**config.mk**
```make
export PLATFORM = sky130hd
export DESIGN_NAME = control_unit
export DESIGN_NICKNAME = d
export VERILOG_FILES = /design/src/rtl/control_pkg.sv /design/src/rtl/control_unit_alu_decoder.sv /design/src/rtl/control_unit.sv
export SDC_FILE = /design/constraint.sdc
export NUM_CORES = 1
export LEC_CHECK = 0
export ABC_CLOCK_PERIOD_IN_PS = 1900
export BUFFER_PORTS_ARGS = -buffer_cell sky130_fd_sc_hd__clkbuf_2
export CORE_MARGIN = 4
export CORE_UTILIZATION = 30
export CTS_CLUSTER_SIZE = 25
export DETAILED_ROUTE_END_ITERATION = 16
export HOLD_SLACK_MARGIN = 0.03
export PLACE_DENSITY = 0.62
export RECOVER_POWER = 100
export REMOVE_ABC_BUFFERS = 1
export SLEW_MARGIN = 20
export SYNTH_ARGS = -nofsm -noshare
export SYNTH_HDL_FRONTEND = slang
export SYNTH_SLANG_ARGS = --single-unit
export TNS_END_PERCENT = 1
```
**constraint.sdc**
```tcl
create_clock -name clk -period 1.9 [get_ports clk]
set_clock_uncertainty 0.1 [all_clocks]
set_input_delay 0.19 -clock clk [delete_from_list [all_inputs] [get_ports clk]]
set_output_delay 0.19 -clock clk [all_outputs]
set_load 0.01 [all_outputs]
```
**src/rtl/control_pkg.sv**
```systemverilog
// Shared types and encodings for the multicycle MIPS controller.
package control_pkg;

  typedef enum logic [3:0] {
    IDLE   = 4'd0,
    FETCH  = 4'd1,
    DECODE = 4'd2,
    MEMADR = 4'd3,
    MEMRD  = 4'd4,
    MEMWB  = 4'd5,
    MEMWR  = 4'd6,
    EXEC   = 4'd7,
    ALUWB  = 4'd8,
    BEQ    = 4'd9,
    ADDIEX = 4'd10,
    ADDIWB = 4'd11,
    JUMP   = 4'd12,
    HALT   = 4'd13
  } state_t;

  typedef enum logic [1:0] {
    ALUOP_ADD   = 2'b00,
    ALUOP_SUB   = 2'b01,
    ALUOP_FUNCT = 2'b10
  } alu_op_t;

  localparam logic [5:0] OP_LW    = 6'b100011;
  localparam logic [5:0] OP_SW    = 6'b101011;
  localparam logic [5:0] OP_RTYPE = 6'b000000;
  localparam logic [5:0] OP_BEQ   = 6'b000100;
  localparam logic [5:0] OP_ADDI  = 6'b001000;
  localparam logic [5:0] OP_J     = 6'b000010;

  localparam logic [5:0] F_ADD = 6'b100000;
  localparam logic [5:0] F_SUB = 6'b100010;
  localparam logic [5:0] F_AND = 6'b100100;
  localparam logic [5:0] F_OR  = 6'b100101;
  localparam logic [5:0] F_SLT = 6'b101010;

  localparam logic [2:0] ALU_ADD = 3'b010;
  localparam logic [2:0] ALU_SUB = 3'b110;
  localparam logic [2:0] ALU_AND = 3'b000;
  localparam logic [2:0] ALU_OR  = 3'b001;
  localparam logic [2:0] ALU_SLT = 3'b111;

  function automatic logic is_legal_opcode(input logic [5:0] op);
    return op inside {OP_LW, OP_SW, OP_RTYPE, OP_BEQ, OP_ADDI, OP_J};
  endfunction

endpackage

```
**src/rtl/control_unit_alu_decoder.sv**
```systemverilog
// ALU decoder: maps the FSM's alu_op and the instruction funct field to alu_control.
module alu_decoder
  import control_pkg::*;
(
  input  alu_op_t    i_alu_op,
  input  logic [5:0] i_funct,
  output logic [2:0] o_alu_control
);

  always_comb begin
    // NOTE: assign a default before the case so every path drives the output and no latch is inferred.
    o_alu_control = ALU_ADD;
    case (i_alu_op)
      ALUOP_SUB: o_alu_control = ALU_SUB;
      ALUOP_FUNCT: begin
        case (i_funct)
          F_ADD:   o_alu_control = ALU_ADD;
          F_SUB:   o_alu_control = ALU_SUB;
          F_AND:   o_alu_control = ALU_AND;
          F_OR:    o_alu_control = ALU_OR;
          F_SLT:   o_alu_control = ALU_SLT;
          default: o_alu_control = ALU_ADD;
        endcase
      end
      default: o_alu_control = ALU_ADD;
    endcase
  end

endmodule

```
**src/rtl/control_unit.sv**
```systemverilog
// Multicycle MIPS controller: Moore main FSM with combinational state decode
// driving every datapath control input, plus the ALU decoder.
module control_unit
  import control_pkg::*;
#(
  parameter bit ILLEGAL_HALT = 1'b0
) (
  input  logic       clk,
  input  logic       rst_n,
  input  logic [5:0] opcode,
  input  logic [5:0] funct,
  output logic       mem_to_reg,
  output logic       reg_dest,
  output logic       i_or_d,
  output logic       alu_src_a,
  output logic       ir_write,
  output logic       mem_write,
  output logic       pc_write,
  output logic       branch,
  output logic       reg_write,
  output logic [1:0] alu_src_b,
  output logic [1:0] pc_src,
  output logic [2:0] alu_control,
  output logic [3:0] state,
  output logic       instr_done,
  output logic       illegal_op
);

  state_t  r_state;
  alu_op_t w_alu_op;

  // NOTE: sequential state uses non-blocking assignments so every flop samples pre-edge values.
  always_ff @(posedge clk or negedge rst_n) begin
    if (!rst_n) begin
      r_state <= IDLE;
    end else begin
      case (r_state)
        IDLE:   r_state <= FETCH;
        FETCH:  r_state <= DECODE;
        DECODE: begin
          case (opcode)
            OP_LW, OP_SW: r_state <= MEMADR;
            OP_RTYPE:     r_state <= EXEC;
            OP_BEQ:       r_state <= BEQ;
            OP_ADDI:      r_state <= ADDIEX;
            OP_J:         r_state <= JUMP;
            default:      r_state <= ILLEGAL_HALT ? HALT : FETCH;
          endcase
        end
        // IR is not rewritten after FETCH, so opcode still selects lw vs sw here.
        MEMADR: r_state <= (opcode == OP_LW) ? MEMRD : MEMWR;
        MEMRD:  r_state <= MEMWB;
        MEMWB:  r_state <= FETCH;
        MEMWR:  r_state <= FETCH;
        EXEC:   r_state <= ALUWB;
        ALUWB:  r_state <= FETCH;
        BEQ:    r_state <= FETCH;
        ADDIEX: r_state <= ADDIWB;
        ADDIWB: r_state <= FETCH;
        JUMP:   r_state <= FETCH;
        HALT:   r_state <= HALT;
        default: r_state <= IDLE;
      endcase
    end
  end

  // Outputs follow the state register directly, so an async reset kills any write at once.
  always_comb begin
    mem_to_reg = 1'b0;
    reg_dest   = 1'b0;
    i_or_d     = 1'b0;
    alu_src_a  = 1'b0;
    ir_write   = 1'b0;
    mem_write  = 1'b0;
    pc_write   = 1'b0;
    branch     = 1'b0;
    reg_write  = 1'b0;
    alu_src_b  = 2'b00;
    pc_src     = 2'b00;
    instr_done = 1'b0;
    illegal_op = 1'b0;
    w_alu_op   = ALUOP_ADD;
    case (r_state)
      FETCH: begin
        ir_write  = 1'b1;
        alu_src_b = 2'b01;
        pc_write  = 1'b1;
      end
      DECODE: begin
        alu_src_b  = 2'b11;
        illegal_op = !is_legal_opcode(opcode);
      end
      MEMADR: begin
        alu_src_a = 1'b1;
        alu_src_b = 2'b10;
      end
      MEMRD: i_or_d = 1'b1;
      MEMWB: begin
        mem_to_reg = 1'b1;
        reg_write  = 1'b1;
        instr_done = 1'b1;
      end
      MEMWR: begin
        i_or_d     = 1'b1;
        mem_write  = 1'b1;
        instr_done = 1'b1;
      end
      EXEC: begin
        alu_src_a = 1'b1;
        w_alu_op  = ALUOP_FUNCT;
      end
      ALUWB: begin
        reg_dest   = 1'b1;
        reg_write  = 1'b1;
        instr_done = 1'b1;
      end
      BEQ: begin
        alu_src_a  = 1'b1;
        w_alu_op   = ALUOP_SUB;
        pc_src     = 2'b01;
        branch     = 1'b1;
        instr_done = 1'b1;
      end
      ADDIEX: begin
        alu_src_a = 1'b1;
        alu_src_b = 2'b10;
      end
      ADDIWB: begin
        reg_write  = 1'b1;
        instr_done = 1'b1;
      end
      JUMP: begin
        pc_src     = 2'b10;
        pc_write   = 1'b1;
        instr_done = 1'b1;
      end
      default: ;
    endcase
  end

  alu_decoder u_alu_decoder (
    .i_alu_op      (w_alu_op),
    .i_funct       (funct),
    .o_alu_control (alu_control)
  );

  assign state = r_state;

endmodule

```
==> results.json <==
{
  "synth_mux_area_share_pct": 4.496,
  "dieArea_mm2": 0.003153,
  "worst_pin_slew_ns": 0.4606,
  "clock_latency_ns": 0.23,
  "grt_pass1_vias": 837,
  "worstHoldPathType": "input pin to asynchronous set/reset pin",
  "cpPeakStageDelay_ns": 0.39,
  "start_util_pct": 31.45,
  "io_pins": 36,
  "synth-edff-count": 0,
  "design_area_um2": 973.4,
  "grt_max_degree": 16,
  "synth.largest_area_cell": "dfrtp_1",
  "synth_area_leaders": "dfrtp_1, ha_1, nand3_1",
  "multi_input_area_um2": 536.8,
  "utilization_pct": 44.00,
  "postRouteAntennaNets": 0,
  "gp_congestion": 0.8418,
  "slew-limit-headroom_pct": 69.18,
  "clk_pin_slew_ns": 0.04,
  "path_max_fanout": 5,
  "regArea_um2": 100.1,
  "clock_sinks": 4,
  "antenna_found_initial": 0,
  "ys_warn_count": 0,
  "crit_path_end": "alu_control[2]",
  "coreArea_mm2": 0.002212,
  "finalPower_uw": 1269,
  "ys_seq_area_share_pct": 14.39,
  "diodes": 0,
  "cts-buffers-inserted": 3,
  "outcome": "complete, but fails checks",
  "synth-main-ff-cell": "dfrtp_1",
  "drive_gt1_share_pct": 34.33,
  "p_per_area_mw_per_mm2": 1303,
  "routed_via_density": 5.346,
  "synth_top_cell_area_share_pct": 14.39,
  "yosys-top-cells-count": "nor2_1, inv_1, nand3_1, nand2b_1, nor3_1",
  "crit_cells": 6,
  "yosys.area_share.simple_pct": 32.19,
  "finalWorstSetupSlack_ns": -0.2248,
  "synthAdderAreaFrac_pct": 5.396,
  "io_buffers": 35,
  "place_inst": 156,
  "finalMaxSlewViolations": 0,
  "cp.required_ns": 1.61,
  "synth_top_family_by_area": "simple AND/OR/NAND/NOR gates",
  "nFillCells": 249,
  "die_width_um": 56.16,
  "crit_path_start_kind": "register",
  "synth_xor_area_share_pct": 5.036,
  "netlist_area_um2": 695.7,
  "wl_per_cell_um": 13.04,
  "drt_iter0_drc": 24,
  "grt_usage_pct": 13.90,
  "wirelength_um": 2112,
  "cp_top_family": "simple AND/OR/NAND/NOR gates",
  "hpwl_um": 1664,
  "first_pass_iters": 4,
  "fin_cells": 162,
  "cap_viol_max_count": 0,
  "crit_chain": "and2b_1, nand3_2, ha_4, nand4b_1, o41ai_2, buf_2",
  "largest_reg_flops": 4,
  "pre_cts_slack_ns": -0.01637,
  "leakage_uw": 0.0004642,
  "synth-compound-area-share_pct": 26.80,
  "arrival_ns": 1.83,
  "timing.fmax_ghz": 0.4706,
  "nets": 153,
  "dpl_cell_area_um2": 918.4,
  "synth_seq_cells": 4,
  "postSynthCellCount": 91,
  "grt_pass1_wl_um": 3622,
  "rr_startpoint": "state[1]$_DFF_PN0_",
  "crit_buf_inv": 1,
  "finalCriticalPeriod_ns": 2.125,
  "yosysMostFrequentCell": "nor2_1",
  "reg2reg_to": "state[1]$_DFF_PN0_",
  "finalSetupViolCount": 4,
  "critPathLaunch": "state[2]$_DFF_PN0_",
  "synth_cell_type_count": 41,
  "rsz0062_at_grt": "yes",
  "endpoint_kind": "output pin",
  "die_y_um": 56.16,
  "vdd_drop_max_v": 0.0006306,
  "root_buffer": "clkbuf_4",
  "avgSynthCellArea_um2": 7.645,
  "cts_tree": "built",
  "route.detailed.drc": 0,
  "rows": 17,
  "final.period_utilization_pct": 111.8,
  "final-hold-violation-count": 0,
  "area_growth_pct": 39.93,
  "async_flop_share_pct": 100.0,
  "path_class": "register to output pin",
  "clockBufferDepth": 2,
  "grt_overflow": 0,
  "reg2reg_slack_ns": 0.32,
  "num_vias": 866,
  "ctsHtreeMaxLevel": 1,
  "crit_path_top_delay_cell": "dfrtp_1",
  "r2r.worst_path.cells": 4,
  "violations": "setup timing"
}
==> cell usage in the layout, fill, tap and decap left out, types with 3 or more instances in the layout <==
master and instances:
clkbuf_1 10, clkbuf_4 3, inv_1 7, a21oi_1 3, dfrtp_1 4, nand2b_1 5
nand2_1 4, nand3_1 5, nor2_1 9, and2b_1 3, clkbuf_2 25, nor3_1 5
buf_4 10, xor2_1 3
==> worst reg2reg max path: cells and delay by family, from the launching register on <==
kind            cells  cell delay [ns]
flops               1             0.42
mux                 1             0.29
buf+inv             1             0.27
simple gates        1             0.26
compound gates      1             0.16
==> where the power goes <==
group | leakage (uW) | internal [uW] | total, uW | switching (uW)
Sequential | 0.0000504 | 123 | 166 | 43.0
Combinational | 0.000400 | 432 | 998 | 566
Clock | 0.0000138 | 70.6 | 105 | 34.2
==> what timing repair did <==
item	4_1_cts	5_1_grt
pin swaps	4	0
hold endpoints to repair	4	0
gates resized for setup	4	2
endpoints found under the setup margin	3	5
gates cloned	0	0
buffers inserted	2	0
hold buffers	1	0
==> final cells by class <==
| type | instances | share of cell area [%] |
|---|---|---|
| multi-input combinational | 73 | 55.14 |
| timing repair buffer | 47 | 25.96 |
| sequential | 4 | 10.28 |
| tap | 28 | 3.599 |
| inverter | 7 | 2.699 |
| clock buffer | 3 | 2.314 |
==> through the flow <==
stage | TNS, ns | hold WS (ns)
floorplan | -0.3002 | -0.2056
global placement | 0 | -0.1010
detailed placement | -0.01637 | -0.09768
CTS | -0.3439 | 0.1895
global route | -1.244 | 0.2467
finish | -0.5263 | 0.2093
==> cell families (layout without fill, tap and decap cells) <==
kind of cell	after synthesis	in the layout
and+or+nand+nor	40	40
AOI/OAI and AO/OA	23	23
buffers and inverters	14	57
xor gates and xnor gates	4	4
DFF	4	4
adders and majority gates	3	3
muxes	3	3
==> metal layers <==
layer | routed length [um] | up-vias | share of wire (%) | GRT usage (%)
li1 | - | 426 | - | -
met1 | 864 | 394 | 41 | 15.27
met2 | 1062 | 44 | 50 | 24.71
met3 | 171 | 2 | 8.1 | 3.712
met4 | 12 | 0 | 0.57 | 6.102
met5 | 0 | - | 0 | 0
==> worst min-delay path by stage <==
stage               startpoint            endpoint  slack (ns)  cells past startpoint
detailed placement       rst_n  state[1]$_DFF_PN0_        -0.1                      1
global route             rst_n  state[1]$_DFF_PN0_        0.25                      2
global placement         rst_n  state[1]$_DFF_PN0_       -0.10                      1
finish                   rst_n  state[1]$_DFF_PN0_        0.21                      2
CTS                      rst_n  state[1]$_DFF_PN0_        0.19                      2
floorplan                rst_n  state[0]$_DFF_PN0_       -0.21                      0
(Power assumes the default switching activity.)
